<file path="src/rtl/pipeline_ctrl.sv">
// Stall/flush sequencer for the 5-stage pipeline: latch/PC enables, bubble strobes, halt.
// Optional performance counters are built only when PIPE_CTRL_PERF_EN is defined.
module pipeline_ctrl #(
  parameter int CNT_W = 32
) (
  input  logic             CLK,
  input  logic             nRST,
  input  logic             ihit,
  input  logic             dhit,
  input  logic             mem_req_ex,
  input  logic             load_use,
  input  logic             branch_taken,
  input  logic             jump,
  input  logic             halt_mem,
  output logic             pc_en,
  output logic             ifid_en,
  output logic             idex_en,
  output logic             exmem_en,
  output logic             memwb_en,
  output logic             ifid_flush,
  output logic             idex_flush,
  output logic             exmem_flush,
  output logic             dmem_req_mask,
  output logic             halted,
  output logic [CNT_W-1:0] stall_cnt,
  output logic [CNT_W-1:0] flush_cnt
);

  typedef enum logic {RUN = 1'b0, HALT = 1'b1} state_t;

  state_t state_reg, state_next;
  logic   dmem_done_reg, dmem_done_next;
  logic   lu_done_reg, lu_done_next;
  logic   stall_inc, flush_inc;
  logic   dmem_busy, advance;

  // A completed data access no longer holds the pipe even if EX/MEM still requests it.
  assign dmem_busy = mem_req_ex & ~dhit & ~dmem_done_reg;
  assign advance   = ihit & ~dmem_busy;

  always_comb begin
    state_next     = state_reg;
    dmem_done_next = dmem_done_reg;
    lu_done_next   = lu_done_reg;
    stall_inc      = 1'b0;
    flush_inc      = 1'b0;
    pc_en          = 1'b0;
    ifid_en        = 1'b0;
    idex_en        = 1'b0;
    exmem_en       = 1'b0;
    memwb_en       = 1'b0;
    ifid_flush     = 1'b0;
    idex_flush     = 1'b0;
    exmem_flush    = 1'b0;
    dmem_req_mask  = 1'b0;
    halted         = 1'b0;

    // Outputs are Mealy, so they must be forced low while reset is held.
    if (nRST) begin
      dmem_req_mask = dmem_done_reg;
      if (state_reg == HALT) begin
        halted = 1'b1;
      end else if (halt_mem) begin
        memwb_en   = 1'b1;
        state_next = HALT;
      end else if (!advance) begin
        stall_inc = 1'b1;
        if (mem_req_ex && dhit && !ihit) dmem_done_next = 1'b1;
      end else if (branch_taken) begin
        pc_en       = 1'b1;
        ifid_en     = 1'b1;
        idex_en     = 1'b1;
        exmem_en    = 1'b1;
        memwb_en    = 1'b1;
        ifid_flush  = 1'b1;
        idex_flush  = 1'b1;
        exmem_flush = 1'b1;
        flush_inc   = 1'b1;
      end else if (load_use && !lu_done_reg) begin
        idex_en      = 1'b1;
        idex_flush   = 1'b1;
        exmem_en     = 1'b1;
        memwb_en     = 1'b1;
        lu_done_next = 1'b1;
      end else begin
        pc_en      = 1'b1;
        ifid_en    = 1'b1;
        idex_en    = 1'b1;
        exmem_en   = 1'b1;
        memwb_en   = 1'b1;
        ifid_flush = jump;
      end

      // Sticky flags retire once the instruction they protect moves on.
      if (ifid_en)  lu_done_next   = 1'b0;
      if (exmem_en) dmem_done_next = 1'b0;
    end
  end

  always_ff @(posedge CLK or negedge nRST) begin
    if (!nRST) begin
      state_reg     <= RUN;
      dmem_done_reg <= 1'b0;
      lu_done_reg   <= 1'b0;
    end else begin
      state_reg     <= state_next;
      dmem_done_reg <= dmem_done_next;
      lu_done_reg   <= lu_done_next;
    end
  end

`ifdef PIPE_CTRL_PERF_EN
  logic [CNT_W-1:0] stall_cnt_reg, flush_cnt_reg;
  localparam logic [CNT_W-1:0] CNT_ONE = {{(CNT_W-1){1'b0}}, 1'b1};

  // Both counters saturate at all-ones instead of wrapping.
  always_ff @(posedge CLK or negedge nRST) begin
    if (!nRST) begin
      stall_cnt_reg <= '0;
      flush_cnt_reg <= '0;
    end else begin
      if (stall_inc && !(&stall_cnt_reg)) stall_cnt_reg <= stall_cnt_reg + CNT_ONE;
      if (flush_inc && !(&flush_cnt_reg)) flush_cnt_reg <= flush_cnt_reg + CNT_ONE;
    end
  end

  assign stall_cnt = stall_cnt_reg;
  assign flush_cnt = flush_cnt_reg;
`else
  logic unused_perf;
  assign unused_perf = stall_inc ^ flush_inc;
  assign stall_cnt   = '0;
  assign flush_cnt   = '0;
`endif

endmodule

</file>
<file path="config.mk">
export PLATFORM = sky130hd
export DESIGN_NAME = pipeline_ctrl
export DESIGN_NICKNAME = d
export VERILOG_FILES = /design/src/rtl/pipeline_ctrl.sv
export SDC_FILE = /design/constraint.sdc
export NUM_CORES = 1
export LEC_CHECK = 0
export CAP_MARGIN = 15
export CORE_MARGIN = 2
export CORE_UTILIZATION = 24
export CTS_CLUSTER_DIAMETER = 150
export CTS_CLUSTER_SIZE = 10
export DETAILED_ROUTE_END_ITERATION = 10
export GPL_TIMING_DRIVEN = 1
export PLACE_DENSITY = 0.83
export SLEW_MARGIN = 5
export SYNTH_ARGS = -nofsm -noshare
export SYNTH_HDL_FRONTEND = slang
export SYNTH_SLANG_ARGS = --single-unit
export TNS_END_PERCENT = 1
</file>
<file path="constraint.sdc">
create_clock -name CLK -period 1.5 [get_ports CLK]
set_clock_uncertainty 0.2 [all_clocks]
set_input_delay 0.3 -clock CLK [delete_from_list [all_inputs] [get_ports CLK]]
set_output_delay 0.3 -clock CLK [all_outputs]
set_load 0.02 [all_outputs]
</file>
After elaboration in Yosys (flattened, before gate mapping)
Cells that the tools add are included.
Storage, ports and cells
  output and inout bits: 74
  register bits: 3
  word-level logic and storage cells: 75
Cells by class
  equal/unequal tests: 6
  multiplexer cells: 50
  reductions and logical operators: 10
  bitwise gates (word level): 6
Operators by type and width (count)
  $mux W1: 50
  $ne A2 B1 Y1 const B: 6
  $reduce_and A6 Y1: 1
  $reduce_bool A2 Y1: 3
  $reduce_and A5 Y1: 1
  $and A1 B1 Y1: 3
  $logic_and A1 B1 Y1: 3
  $not A1 Y1: 3
  $logic_not A1 Y1: 2

Depth between registers and ports, before layout
  word-level depth: 11
  depth in mapped cells: 4
  depth with buffers taken out: 3

Least setup slack after synthesis
No wires, ideal clock.
  kind: reg2out
  start point: reg state_reg
  end point: out pc_en
  arrival time: 1.349 ns
  stages on the path, launching flop included: 5
  buffers on the path: 1
  setup slack: -0.349 ns
  data required time: 1.000 ns
  path through: dfrtp_1 and4bb_2 nand2_4 nor2_1 buf_4
Between the ends
  word-level cells in the longest chain between the ends: 2
Ends and longest elaborated chain
  start: declaration: line 31  | state_t state_reg, state_next;
  start signal: assignment: line 106  | state_reg <= state_next;
  $mux W1: line 61  | if (state_reg == HALT) begin
  $mux W1: line 59  | if (nRST) begin
  end: declaration: line 15  | output logic pc_en,
No other way between the ends.

Worst setup path after layout
  start point: reg dmem_done_reg
  end point: out memwb_en
Between the ends
  word-level cells in the longest chain between the ends: 8
Ends and longest elaborated chain
  start: declaration: line 32  | logic dmem_done_reg, dmem_done_next;
  start signal: assignment: line 107  | dmem_done_reg <= dmem_done_next;
  $not A1 Y1: line 38  | assign dmem_busy = mem_req_ex & ~dhit & ~dmem_done_reg;
  $and A1 B1 Y1: line 38
  $not A1 Y1: line 39  | assign advance = ihit & ~dmem_busy;
  $and A1 B1 Y1: line 39
  $mux W1: line 66  | end else if (!advance) begin
  $mux W1: line 63  | end else if (halt_mem) begin
  $mux W1: line 61
  $mux W1: line 59
  end: declaration: line 19  | output logic memwb_en,
No other way between the ends.

==> metrics.txt <==
H-tree level count 1; Die H roughly 59 um; number of global-route vias before repair 330; Netlist Area Pre-Place between 700 and 800 um2; Synth Register Bits 3; slowest cell delay on critical path ~420 ps; multi-input logic area between 400 and 500 um2; Slew Limit Fails 0; largest net degree at the start of global routing 7; initial antenna violation count 0; Gate Count Post-Synth 91; WP data arrival 1360 ps; Synth area leaders buf_4, dfrtp_1, nor2_1; min cycle time layout 1860 ps; remaining global-route overflow 0; Achievable Freq ~540 MHz; Critical Path Sink Type output port; Rows 19; Final GP Congestion 0.716; fraction of the yosys area taken by sequential cells 10.5%; crit path kind reg2out; RSZ-0062 raised after global routing true; most common cell in the netlist buf_4; CP startpoint kind register; Core ar. 2810 um2; EDFF count, synth 0; CTS tree done; total CTS buffers 3; Mean Syn Cell Area 7.86 um2; total of max-cap violations 0; register area around 75 um2; Cell Area, Placed 727 um2; crit path to memwb_en; fin area a little under 800 um2; Core Util, Final 27.6%; Critical-path top delay cell or3b_4; Area Overhead vs Synth 8.04%; launch point of the worst reg-to-reg path dmem_done_reg$_DFFE_PN0P_; DRC Markers 7; violated checks design-rule violations, negative setup slack; Avg WL per Cell 7.40 um; Critical Path RT 1000 ps; R2R cell count 4; period utilization 124%; Antenna Nets Post-Route 0; TritonCTS Sinks 3; P_leak 0.464 nW; Crit path max-delay family simple AND/OR/NAND/NOR gates; initial core utilization 25.5%; worst min path class in2reg; asr flop ratio synth 100%; final hold viol count 0; Hold Path Stages 3; Crit. Startpoint dmem_done_reg$_DFFE_PN0P_; Tot GR Track Use under 10%; critical path cell sequence or3b_4 -> a21oi_2 -> nor3b_1 -> buf_2; post-synth top area share between 60% and 70%; Root Driver clkbuf_4; Final nets around 130; vias per cell 2.95; final worst slack -357 ps; commonest register cell after synthesis dfrtp_1; # IOs 83; # fillers 318; DRT iter0 DRCs 31; pre-CTS setup slack -923 ps; outcome finished, violations left; Commonest cells post-synth buf_4, nor2_1, a21oi_1, dfrtp_1; antenna cells 0; first-pass GRT wire length 1480 um; Die W 58.6 um; die area 3430 um2; Synth warnings 0; clock latency on the worst-skew pair 230 ps; Max Buffers Root-to-Sink 2; setup violators final 10; instance count on the critical path 4; first-pass iteration count of the detailed router 6; DR vias between 400 and 500; Power per Cell Area between 500 and 600 nW/um2; Yosys top cell by area buf_4; layout cells sized above 1 27.1%; CP max FO 2; clock-pin slew of the registers on the worst-case setup and hold paths 40 ps; final wirelength 1100 um; post-synth cell types 16; IO Port Bufs 18; Worst VDD drop 0.307 mV; post-DP HPWL just over 900 um; WP buf/inv 1; reg2reg setup slack -130 ps; worst reg2reg path endpoint lu_done_reg$_DFFE_PN0P_
-- power by group --
part / leakage, nW / internal (W) / switching [W]
logic: 0.413 / 0.0000500 / 0.000176
registers: 0.0357 / 0.0000865 / 0.00000259
clock network: 0.0150 / 0.0000998 / 0.0000436
total: 0.464 / 0.000236 / 0.000222
-- routing by layer --
| layer | track usage [%] | part of all wire [%] |
|---|---|---|
| met1 | 6.00 | 32 |
| met2 | 9.63 | 52 |
| met3 | 3.74 | 17 |
| met4 | 2.92 | 0 |
| met5 | 0 | 0 |
-- tightest hold or removal path, stage by stage --
cell and delay [ps]:
dlygate4sd2_1 210, a31oi_1 70, nor2_1 70
-- through the flow --
stage	total power (W)	hold slack, ps	setup TNS (ps)	std cells
final	0.000459	258	-2950	149
after global routing	0.000501	275	-3490	149
after CTS	0.000461	251	-3280	148
after detailed placement	0.000304	295	-9170	142
after global placement	0.000302	292	-8870	142
after floorplan	0.000383	-196	-498	154
-- timing repair --
action,in CTS,in global routing
pin swaps,4,1
hold buffers,1,0
gates resized for setup,56,5
endpoints found under the hold margin,3,0
buffers inserted,1,1
setup endpoints to repair,11,11
-- cell usage in the layout, fill, tap and decap left out, types with 2 or more instances in the layout --
cell type        synthesis  routed
conb_1                   1      64
buf_4                   66       7
dlygate4sd2_1            0       5
buf_6                    0       5
buf_2                    0       5
nor2_1                   5       3
clkbuf_4                 0       3
dfrtp_1                  3       3
clkdlybuf4s50_1          0       3
and2_4                   0       2
a21oi_2                  0       2
nor3b_1                  2       2
-- area by class of cell --
cell class	count	share of cell area [%]
timing repair buffer	26	28.2
clock buffer	4	3.40
tap	31	5.02
inverter	2	0.971
sequential	3	9.71
multi-input combinational	83	52.8
-- how the worst min path moves through the flow --
stage	end	startpoint	slack, ps
floorplan	dmem_done_reg$_DFFE_PN0P_	nRST	-200
global placement	lu_done_reg$_DFFE_PN0P_	lu_done_reg$_DFFE_PN0P_	290
detailed placement	lu_done_reg$_DFFE_PN0P_	lu_done_reg$_DFFE_PN0P_	300
CTS	dmem_done_reg$_DFFE_PN0P_	mem_req_ex	250
global route	dmem_done_reg$_DFFE_PN0P_	mem_req_ex	280
finish	dmem_done_reg$_DFFE_PN0P_	mem_req_ex	260
-- logic make-up (layout without fill, tap and decap cells) --
family / count (synthesis) / in the layout / share of synthesized area, %
flops: 3 / 3 / 10.5
other cells: 1 / 64 / 0.524
compound gates: 5 / 5 / 4.20
buf+inv: 68 / 32 / 70.3
mux: 1 / 1 / 2.10
simple gates: 13 / 13 / 12.4
Power figures use the tool's default switching activity.
